`src/rtl/mem_port_arbiter_if.sv`:
```
// rtl/mem_port_arbiter_if.sv - requester and memory-side signal bundle for mem_port_arbiter
//
// Purpose: groups the fetch request, data request and memory port signals
// shared by mem_port_arbiter and its environment.
// Modports:
//   slave  - arbiter view. Request and memory read data are inputs.
//            Acks, read data, memory controls and busy are outputs.
//   master - environment view. This is the mirror image of the slave modport.
// Signals:
//   i_req/i_addr/i_ack/i_rdata                 instruction-fetch port
//   d_req/d_we/d_addr/d_wdata/d_ack/d_rdata    load/store port
//   mem_en/mem_we/mem_addr/mem_wdata/mem_rdata unified memory port
//   busy                                       arbiter not idle

interface mem_port_arbiter_if #(
    parameter int ADDR_W = 32,
    parameter int DATA_W = 32
);
    logic              i_req;
    logic [ADDR_W-1:0] i_addr;
    logic              i_ack;
    logic [DATA_W-1:0] i_rdata;

    logic              d_req;
    logic              d_we;
    logic [ADDR_W-1:0] d_addr;
    logic [DATA_W-1:0] d_wdata;
    logic              d_ack;
    logic [DATA_W-1:0] d_rdata;

    logic              mem_en;
    logic              mem_we;
    logic [ADDR_W-1:0] mem_addr;
    logic [DATA_W-1:0] mem_wdata;
    logic [DATA_W-1:0] mem_rdata;

    logic              busy;

    modport slave (
        input  i_req, i_addr, d_req, d_we, d_addr, d_wdata, mem_rdata,
        output i_ack, i_rdata, d_ack, d_rdata,
        output mem_en, mem_we, mem_addr, mem_wdata, busy
    );

    modport master (
        output i_req, i_addr, d_req, d_we, d_addr, d_wdata, mem_rdata,
        input  i_ack, i_rdata, d_ack, d_rdata,
        input  mem_en, mem_we, mem_addr, mem_wdata, busy
    );
endinterface

```
`src/rtl/mem_port_arbiter.sv`:
```
// rtl/mem_port_arbiter.sv - fetch/load-store arbiter and sequencer for one unified memory port
//
// Purpose: grants the memory port to either the fetch path or the data path.
// It holds the memory inputs for MEM_LAT cycles and then samples mem_rdata.
// It then pulses the winner's ack for one cycle, and only then returns to idle.
// Ports:
//   clk  - clock; all logic updates on the rising edge
//   rst  - synchronous, active-high reset
//   bus  - mem_port_arbiter_if.slave bundle (requests, acks, read data, memory port, busy)
// Parameters: ADDR_W, DATA_W, MEM_LAT (memory hold cycles, >= 1)
// Build option: ARB_ROUND_ROBIN_EN
//   When defined, the arbiter alternates between the two sides whenever both request.
//   When undefined, a data request always beats a fetch request.

module mem_port_arbiter #(
    parameter int ADDR_W  = 32,
    parameter int DATA_W  = 32,
    parameter int MEM_LAT = 2
) (
    input  logic clk,
    input  logic rst,
    mem_port_arbiter_if.slave bus
);
    localparam int CNT_W = (MEM_LAT > 1) ? $clog2(MEM_LAT) : 1;

    localparam logic [1:0] S_IDLE   = 2'd0;
    localparam logic [1:0] S_ACCESS = 2'd1;
    localparam logic [1:0] S_DONE   = 2'd2;

    logic [1:0]        state;
    logic [CNT_W-1:0]  cnt;
    logic              grant_d;     // 1 = current access belongs to the data side
    logic              i_ack_r;
    logic              d_ack_r;
    logic [DATA_W-1:0] i_rdata_r;
    logic [DATA_W-1:0] d_rdata_r;
    logic              mem_en_r;
    logic              mem_we_r;
    logic [ADDR_W-1:0] mem_addr_r;
    logic [DATA_W-1:0] mem_wdata_r;

    logic any_req;
    logic pick_d;

    assign any_req = bus.i_req | bus.d_req;

`ifdef ARB_ROUND_ROBIN_EN
    // Reset value 0 means "fetch was granted last".
    // This makes the first conflict after reset go to the data side.
    logic last_grant_d;

    always_ff @(posedge clk) begin
        if (rst) begin
            last_grant_d <= 1'b0;
        end else if (state == S_IDLE && any_req) begin
            last_grant_d <= pick_d;
        end
    end

    // A lone request always wins.
    // On a conflict, the side that was not granted last wins.
    always_comb begin
        pick_d = bus.d_req && (!bus.i_req || !last_grant_d);
    end
`else
    always_comb begin
        pick_d = bus.d_req;
    end
`endif

    always_ff @(posedge clk) begin
        if (rst) begin
            state       <= S_IDLE;
            cnt         <= '0;
            grant_d     <= 1'b0;
            i_ack_r     <= 1'b0;
            d_ack_r     <= 1'b0;
            i_rdata_r   <= '0;
            d_rdata_r   <= '0;
            mem_en_r    <= 1'b0;
            mem_we_r    <= 1'b0;
            mem_addr_r  <= '0;
            mem_wdata_r <= '0;
        end else begin
            case (state)
                S_IDLE: begin
                    if (any_req) begin
                        grant_d     <= pick_d;
                        mem_en_r    <= 1'b1;
                        mem_we_r    <= pick_d & bus.d_we;
                        mem_addr_r  <= pick_d ? bus.d_addr : bus.i_addr;
                        mem_wdata_r <= pick_d ? bus.d_wdata : '0;
                        cnt         <= CNT_W'(MEM_LAT - 1);
                        state       <= S_ACCESS;
                    end
                end
                S_ACCESS: begin
                    // The final ACCESS cycle samples memory and raises the ack.
                    // The ack and the new read data are therefore both visible in DONE.
                    if (cnt == '0) begin
                        if (grant_d) begin
                            if (!mem_we_r) begin
                                d_rdata_r <= bus.mem_rdata;
                            end
                            d_ack_r <= 1'b1;
                        end else begin
                            i_rdata_r <= bus.mem_rdata;
                            i_ack_r   <= 1'b1;
                        end
                        mem_en_r <= 1'b0;
                        mem_we_r <= 1'b0;
                        state    <= S_DONE;
                    end else begin
                        cnt <= cnt - CNT_W'(1);
                    end
                end
                S_DONE: begin
                    i_ack_r <= 1'b0;
                    d_ack_r <= 1'b0;
                    state   <= S_IDLE;
                end
                default: begin
                    state <= S_IDLE;
                end
            endcase
        end
    end

    assign bus.i_ack     = i_ack_r;
    assign bus.d_ack     = d_ack_r;
    assign bus.i_rdata   = i_rdata_r;
    assign bus.d_rdata   = d_rdata_r;
    assign bus.mem_en    = mem_en_r;
    assign bus.mem_we    = mem_we_r;
    assign bus.mem_addr  = mem_addr_r;
    assign bus.mem_wdata = mem_wdata_r;
    assign bus.busy      = (state != S_IDLE);

endmodule

```
`src/flat_wrapper.sv`:
```
// flat-port wrapper written by rule: the top's interface ports become plain ports
module mem_port_arbiter_flat 
#(
    parameter int ADDR_W  = 32,
    parameter int DATA_W  = 32,
    parameter int MEM_LAT = 2
)
  (clk, rst, bus_i_req, bus_i_addr, bus_d_req, bus_d_we, bus_d_addr, bus_d_wdata, bus_mem_rdata, bus_i_ack, bus_i_rdata, bus_d_ack, bus_d_rdata, bus_mem_en, bus_mem_we, bus_mem_addr, bus_mem_wdata, bus_busy);
  mem_port_arbiter_if #(.ADDR_W(ADDR_W), .DATA_W(DATA_W)) bus_i ();
  input  logic clk;
  input  logic rst;
  input wire logic [$bits(bus_i.i_req)-1:0] bus_i_req;
  input wire logic [$bits(bus_i.i_addr)-1:0] bus_i_addr;
  input wire logic [$bits(bus_i.d_req)-1:0] bus_d_req;
  input wire logic [$bits(bus_i.d_we)-1:0] bus_d_we;
  input wire logic [$bits(bus_i.d_addr)-1:0] bus_d_addr;
  input wire logic [$bits(bus_i.d_wdata)-1:0] bus_d_wdata;
  input wire logic [$bits(bus_i.mem_rdata)-1:0] bus_mem_rdata;
  output wire logic [$bits(bus_i.i_ack)-1:0] bus_i_ack;
  output wire logic [$bits(bus_i.i_rdata)-1:0] bus_i_rdata;
  output wire logic [$bits(bus_i.d_ack)-1:0] bus_d_ack;
  output wire logic [$bits(bus_i.d_rdata)-1:0] bus_d_rdata;
  output wire logic [$bits(bus_i.mem_en)-1:0] bus_mem_en;
  output wire logic [$bits(bus_i.mem_we)-1:0] bus_mem_we;
  output wire logic [$bits(bus_i.mem_addr)-1:0] bus_mem_addr;
  output wire logic [$bits(bus_i.mem_wdata)-1:0] bus_mem_wdata;
  output wire logic [$bits(bus_i.busy)-1:0] bus_busy;
  assign bus_i.i_req = bus_i_req;
  assign bus_i.i_addr = bus_i_addr;
  assign bus_i.d_req = bus_d_req;
  assign bus_i.d_we = bus_d_we;
  assign bus_i.d_addr = bus_d_addr;
  assign bus_i.d_wdata = bus_d_wdata;
  assign bus_i.mem_rdata = bus_mem_rdata;
  assign bus_i_ack = bus_i.i_ack;
  assign bus_i_rdata = bus_i.i_rdata;
  assign bus_d_ack = bus_i.d_ack;
  assign bus_d_rdata = bus_i.d_rdata;
  assign bus_mem_en = bus_i.mem_en;
  assign bus_mem_we = bus_i.mem_we;
  assign bus_mem_addr = bus_i.mem_addr;
  assign bus_mem_wdata = bus_i.mem_wdata;
  assign bus_busy = bus_i.busy;
  mem_port_arbiter #(.ADDR_W(ADDR_W), .DATA_W(DATA_W), .MEM_LAT(MEM_LAT)) u_core (.clk(clk), .rst(rst), .bus(bus_i));
endmodule
```
`config.mk`:
```
export PLATFORM = sky130hd
export DESIGN_NAME = mem_port_arbiter_flat
export DESIGN_NICKNAME = d
export VERILOG_FILES = /design/src/rtl/mem_port_arbiter_if.sv /design/src/rtl/mem_port_arbiter.sv /design/src/flat_wrapper.sv
export SDC_FILE = /design/constraint.sdc
export NUM_CORES = 1
export LEC_CHECK = 0
export CAP_MARGIN = 20
export CORE_MARGIN = 1.5
export CORE_UTILIZATION = 37
export CTS_CLUSTER_SIZE = 30
export DETAILED_ROUTE_END_ITERATION = 8
export PLACE_DENSITY = 0.74
export SYNTH_ARGS = -nofsm -noshare
export SYNTH_HDL_FRONTEND = slang
export SYNTH_SLANG_ARGS = --single-unit
```
`constraint.sdc`:
```
create_clock -name clk -period 1.76 [get_ports clk]
set_input_delay 0.528 -clock clk [delete_from_list [all_inputs] [get_ports clk]]
set_output_delay 0.528 -clock clk [all_outputs]
set_load 0.005 [all_outputs]
```
==> results.md, run 1 <==
- Core area: 14400 µm²
- First-pass GRT wire length: 26.3 mm
- R2R Path End: u_core.bus.d_rdata[26]$_SDFFE_PP0P_
- Share of layout cells above drive strength 1: 0.0769
- Die height: 124 µm
- Critical Path AT: 2.08 ns
- Highest clock rate: 574 MHz
- Critical path's slowest cell: or3b_4
- Die Width: 124 µm
- Row cnt: 44
- Total number of vias: 5292
- Router iterations before antenna repair: 4
- Max cap viols: 0
- TNS Setup: 0 ns
- Lkg Pwr: 3.84 nW
- Worst-path cell chain: buf_4 -> or3b_4 -> nor3_4 -> buf_4 -> clkbuf_16 -> mux2i_1
- RSZ-0062 raised after global routing: yes
- Ant. Diodes: 0
- Detailed-placement wirelength estimate: 11.8 mm
- Worst EP required: 2.10 ns
- Status: completed
- Worst hold path type: flop to flop
- Grt ovf: 0
- IO Count: 266
- Initial DRC Count: 273
- Max clock buf depth: 2
- Part of the cycle the worst path needs: 0.989
- Min Tclk post-route: 1.74 ns
- Crit. path cell count: 6
- Commonest non-fill, non-tap cell in the layout: dfxtp_1
- Worst r2r src: u_core.state[0]$_SDFFE_PP0P_
- Post-synthesis sequential area ratio: 0.500
- Relative slew slack: 0.512
- Synth unique cells: 25
- Mean Syn Cell Area: 8.99 µm²
- Tot GR Track Use: 0.213
- Max rail drop VDD: 0.678 mV
- Drt wl/cell: 16.0 µm
- Final max-slew violation count: 0
- Post-synthesis instance area: 5440 µm²
- Slew @ Worst Pin: 0.730 ns
- Worst path top cell family by delay: simple AND/OR/NAND/NOR gates
- Hold slack: 0.452 ns
- Worst-path clk slew: 0.05 ns
- Syn-to-layout area delta: 62.4%
- Grt met2 use: 0.368
- PortBufs: 265
- Area of the die: 15400 µm²
- Worst skew pair latency: 0.41 ns
- Largest net degree at the start of global routing: 38
- Antenna violations before repair: 0
- Global placement routability congestion: 0.836
- Htree depth: 4
- Drt drc: 0
- Critical path class: flop to flop
- Final WL: 16.9 mm
- Final setup fails: 0
- Final Hold Viols: 0
- Crit path to: u_core.bus.d_rdata[26]$_SDFFE_PP0P_
- CP Launch Point: u_core.state[0]$_SDFFE_PP0P_
- GR Util met1: 0.234
- Crit path launch type: flop
- Vias per inst: 5.02
- Mapped Nets: 738
- CP most frequent cell: buf_4
- Pwr dens: 930 nW/µm²
- Most used routing layer in global routing: met2
- Seq cells post-synth: 136
- Most frequent cells in the layout: dfxtp_1, dlygate4sd2_1, clkdlybuf4s50_1
- TritonCTS clock tree: yes
- Final nets: 996
- CP max stage delay: 0.40 ns
- Worst Path Buf+Inv: 3
- Synthesized instance count: 605
- Vias in the first global route: 5391
- Total clock sinks: 136
- R2R depth: 6
- Met3 GRT Util: 0.0773
- Antenna Nets Post-Route: 0
- Fin util: 0.613
- CTS Buf Count: 17
- Critical Path Sink Type: flop
- Worst reg2reg setup slack: 0.02 ns
- Clock root cell: clkbuf_16
- Maximum fanout along the worst path: 16
- Initial Util: 0.377
- Worst-case clock skew: 0.00365 ns
- Synth warnings: 0
==> report_power, final <==
part | total, mW | leakage [nW] | switching, mW | internal, mW
combinational | 1.48 | 2.46 | 0.678 | 0.799
sequential | 3.42 | 1.11 | 0.117 | 3.31
clock | 3.32 | 0.267 | 1.21 | 2.11
==> timing repair <==
item | in CTS | in global routing
pin swaps | 0 | 2
gates cloned | 0 | 2
resized for setup | 139 | 3
hold buffers | 0 | 0
endpoints found under the setup margin | 165 | 9
buffers inserted | 0 | 4
==> registers in the layout, summed over array words and instances (netlist names), 2 cells and up <==
| signal | count |
|---|---|
| u_core.bus.d_rdata | 32 |
| u_core.bus.i_rdata | 32 |
| u_core.bus.mem_addr | 32 |
| u_core.bus.mem_wdata | 32 |
| u_core.state | 2 |
==> tightest hold or removal path: stages, from the launching register on <==
cell and delay (ns):
dfxtp_1 0.30, nand2_1 0.05, a21oi_1 0.05
==> metal layers <==
layer	share of wire	vias up
met4	0.025	0
met2	0.49	209
li1	-	2579
met1	0.41	2475
met3	0.076	29
met5	0	-
==> cell families after synthesis <==
family | share of synthesized area
buf+inv | 0.0483
simple gates | 0.161
flops | 0.500
compound gates | 0.172
mux | 0.118
==> cell usage after synthesis <==
library cell | count | area (µm²)
a211oi_1 | 32 | 240
a21oi_1 | 102 | 510
a2bb2oi_1 | 1 | 8.76
buf_1 | 3 | 11.3
buf_2 | 6 | 30.0
buf_6 | 1 | 11.3
buf_8 | 3 | 45.0
clkbuf_1 | 41 | 154
clkinv_1 | 1 | 3.75
dfxtp_1 | 136 | 2720
inv_1 | 2 | 7.51
mux2i_1 | 64 | 641
nand2_1 | 100 | 375
nand2b_1 | 65 | 407
nand3b_1 | 1 | 7.51
nor2_1 | 5 | 18.8
nor2_2 | 1 | 6.26
nor3_4 | 1 | 16.3
nor3b_1 | 1 | 7.51
nor4b_2 | 1 | 15.0
o211ai_1 | 1 | 7.51
o21ai_0 | 34 | 170
or2_2 | 1 | 6.26
or3b_1 | 1 | 8.76
or4b_1 | 1 | 10.0
==> worst min-delay path by stage <==
stage | start | to | slack (ns) | cells after the start
final | u_core.bus.i_rdata[8]$_SDFFE_PP0P_ | u_core.bus.i_rdata[8]$_SDFFE_PP0P_ | 0.45 | 2
after global routing | u_core.bus.i_rdata[8]$_SDFFE_PP0P_ | u_core.bus.i_rdata[8]$_SDFFE_PP0P_ | 0.47 | 2
after CTS | u_core.bus.i_rdata[8]$_SDFFE_PP0P_ | u_core.bus.i_rdata[8]$_SDFFE_PP0P_ | 0.45 | 2
after detailed placement | u_core.bus.i_rdata[8]$_SDFFE_PP0P_ | u_core.bus.i_rdata[8]$_SDFFE_PP0P_ | 0.45 | 2
after global placement | u_core.bus.i_rdata[23]$_SDFFE_PP0P_ | u_core.bus.i_rdata[23]$_SDFFE_PP0P_ | 0.44 | 2
after floorplan | u_core.bus.i_rdata[0]$_SDFFE_PP0P_ | u_core.bus.i_rdata[0]$_SDFFE_PP0P_ | 0.45 | 2
==> final cells by class <==
class | instances | area, µm²
clock buffers | 22 | 464
clock inverters | 5 | 75.1
fillers | 1286 | 5590
inverters | 3 | 12.5
multi-input cells | 412 | 2490
flip-flops and latches | 136 | 2730
well taps | 184 | 230
repair buffers | 293 | 2850
==> through the flow <==
stage                     instances  cell area, µm²  power [mW]  setup WS [ns]
after global routing           1055            8840        8.57        -0.0310
final                          1055            8840        8.22         0.0189
after CTS                      1049            8760        8.27        -0.0525
after global placement         1022            8370        5.04         -0.518
after floorplan                 605            5440        4.10         0.0752
after detailed placement       1022            8370        5.09         -0.585
Note: power is estimated with default switching activity, not from simulation.
==> run 2: changes to the inputs <==
--- a/config.mk
+++ b/config.mk
@@ -6,6 +6,7 @@
 export NUM_CORES = 1
 export LEC_CHECK = 0
 export CAP_MARGIN = 20
+export CORE_ASPECT_RATIO = 0.9
 export CORE_MARGIN = 1.5
 export CORE_UTILIZATION = 37
 export CTS_CLUSTER_SIZE = 30
==> results.md, run 2 (synthesis results as in run 1) <==
- Tot GR Track Use: 0.220 (+0.00696)
- Router iterations before antenna repair: 4 (unchanged)
- Worst EP required: 2.09 ns (about the same)
- Clock root cell: clkbuf_16
- CP max stage delay: 0.40 ns (about the same)
- Final WL: 17.3 mm (+2.5%)
- Die height: 118 µm (-5.0%)
- Worst-path cell chain: buf_4 -> or3b_4 -> nor3_4 -> buf_12 -> buf_12 -> mux2i_2
- Total power: 8.73 mW (+6.2%)
- Worst skew pair latency: 0.41 ns (about the same)
- Critical path's slowest cell: or3b_4
- Worst-case clock skew: 0.00981 ns (+0.00616 ns)
- Grt ovf: 0 (unchanged)
- Total number of vias: 5287 (-0.094%)
- Min Tclk post-route: 1.68 ns (-0.0565 ns)
- Share of layout cells above drive strength 1: 0.0872 (+0.0102)
- Pwr dens: 976 nW/µm² (+5.0%)
- Final instance area: 8940 µm² (+1.1%)
- Slew @ Worst Pin: 0.369 ns (-0.361 ns)
- Total clock sinks: 136 (unchanged)
- Syn-to-layout area delta: 64.2%
- Htree depth: 4 (unchanged)
- Antenna Nets Post-Route: 0 (unchanged)
- Critical path class: flop to flop
- Highest clock rate: 594 MHz (+3.4%)
- Worst-path clk slew: 0.06 ns (about the same)
- Area of the die: 15400 µm² (about the same)
- Most frequent cells in the layout: dlygate4sd2_1, clkdlybuf4s50_1, dfxtp_1
- Initial Util: 0.383 (+0.00568)
- CP most frequent cell: buf_12
- Placed inst area: 8350 µm² (-0.28%)
- Largest net degree at the start of global routing: 63 (+66%)
- Part of the cycle the worst path needs: 0.957 (-0.0321)
- Status: completed
- Commonest non-fill, non-tap cell in the layout: dlygate4sd2_1
- Ant. Diodes: 0 (unchanged)
- Final max-slew violation count: 0 (unchanged)
- Max clock buf depth: 2 (unchanged)
- Core area: 14200 µm² (-1.5%)
- Global placement routability congestion: 0.839 (+0.42%)
- IO Count: 266 (unchanged)
- TNS Setup: 0 ns (unchanged)
- Non-Filler Instances: 1065 (+0.95%)
- Die Width: 131 µm (+5.3%)
- First-pass GRT wire length: 26.4 mm (+0.65%)
- Antenna violations before repair: 0 (unchanged)
- Row cnt: 41 (-6.8%)
- Final setup fails: 0 (unchanged)
- Drt drc: 0 (unchanged)
- Max cap viols: 0 (unchanged)
- Drt wl/cell: 16.2 µm (+1.5%)
- Fill count: 1198 (-6.8%)
- Vias in the first global route: 5300 (-1.7%)
- Final nets: 992 (-0.40%)
- Lkg Pwr: 3.87 nW (+0.84%)
- Relative slew slack: 0.754 (+0.242)
- Critical Path Sink Type: flop
- Critical Path AT: 2.02 ns (-0.06 ns)
- Max rail drop VDD: 0.692 mV (+2.1%)
- CTS Buf Count: 17 (unchanged)
- Worst hold path type: flop to flop
- TritonCTS clock tree: yes
- Hold slack: 0.452 ns (-0.000231 ns)
- Placed cells: 1027 (+0.49%)
- PortBufs: 265 (unchanged)
- Crit path launch type: flop
- Detailed-placement wirelength estimate: 12.2 mm (+3.8%)
- Final Hold Viols: 0 (unchanged)
- Initial DRC Count: 181 (-34%)
- Vias per inst: 4.96 (-1.0%)
- Maximum fanout along the worst path: 8 (-8)
[run 2: cell count changes in the layout (fill, tap and decap cells not counted), moves of 2 or more]
cell,previous run,this run
buf_4,17,10
dfxtp_1,134,128
dfxtp_2,2,8
buf_6,0,2
bufinv_16,2,4
clkbuf_1,3,1
clkinv_4,0,2
[run 2: cell type report]
class                   instances  area (µm²)  share of cell area
multi-input cells             412        2480               0.278
clock buffers                  21         470              0.0526
clock inverters                11         169              0.0189
well taps                     193         241              0.0270
flip-flops and latches        136        2730               0.306
inverters                       3        12.5             0.00140
repair buffers                289        2830               0.317
[run 2: final timing paths]
kind / start / to / slack [ns] / cells past startpoint
min reg2reg: u_core.bus.i_rdata[24]$_SDFFE_PP0P_ / u_core.bus.i_rdata[24]$_SDFFE_PP0P_ / 0.45 / 2
min: u_core.bus.i_rdata[24]$_SDFFE_PP0P_ / u_core.bus.i_rdata[24]$_SDFFE_PP0P_ / 0.45 / 2
max reg2reg: u_core.state[1]$_SDFFE_PP0P_ / u_core.bus.d_rdata[23]$_SDFFE_PP0P_ / 0.08 / 6
max: u_core.state[1]$_SDFFE_PP0P_ / u_core.bus.d_rdata[23]$_SDFFE_PP0P_ / 0.08 / 6
[run 2: critical path, delay by kind of cell, from the launching register on]
kind	cells	cell delay, ns
buf+inv	3	0.45
simple gates	2	0.61
mux	1	0.21
flops	1	0.32
[run 2: power by group]
| part | internal (mW) | switching [mW] | leakage [nW] | total [mW] |
|---|---|---|---|---|
| Clock | 2.49 | 1.34 | 0.313 | 3.82 |
| Sequential | 3.31 | 0.120 | 1.12 | 3.43 |
| Combinational | 0.801 | 0.678 | 2.44 | 1.48 |
| Total | 6.59 | 2.13 | 3.87 | 8.73 |
[run 2: layer usage]
metal | wire [µm] | GRT usage | vias up
li1 | - | - | 2580
met3 | 1510 | 0.0836 | 21
met2 | 8550 | 0.377 | 215
met1 | 6850 | 0.247 | 2471
met5 | 0 | 0 | -
met4 | 377 | 0.0742 | 0
[run 2: per-stage QoR]
stage          utilization  setup WS, ns
4_1_cts              0.622       -0.0318
6_report             0.629        0.0753
3_5_place_dp         0.588        -0.128
2_1_floorplan            -        0.0752
3_3_place_gp         0.587        -0.600
5_1_grt              0.629      -0.00233
[run 2: timing repair]
item / CTS / global route
endpoints found under the setup margin: 133 / 22
hold buffers: 0 / 0
cloned: 0 / 3
pin swaps: 0 / 3
setup buffers: 0 / 3
gates resized for setup: 143 / 5
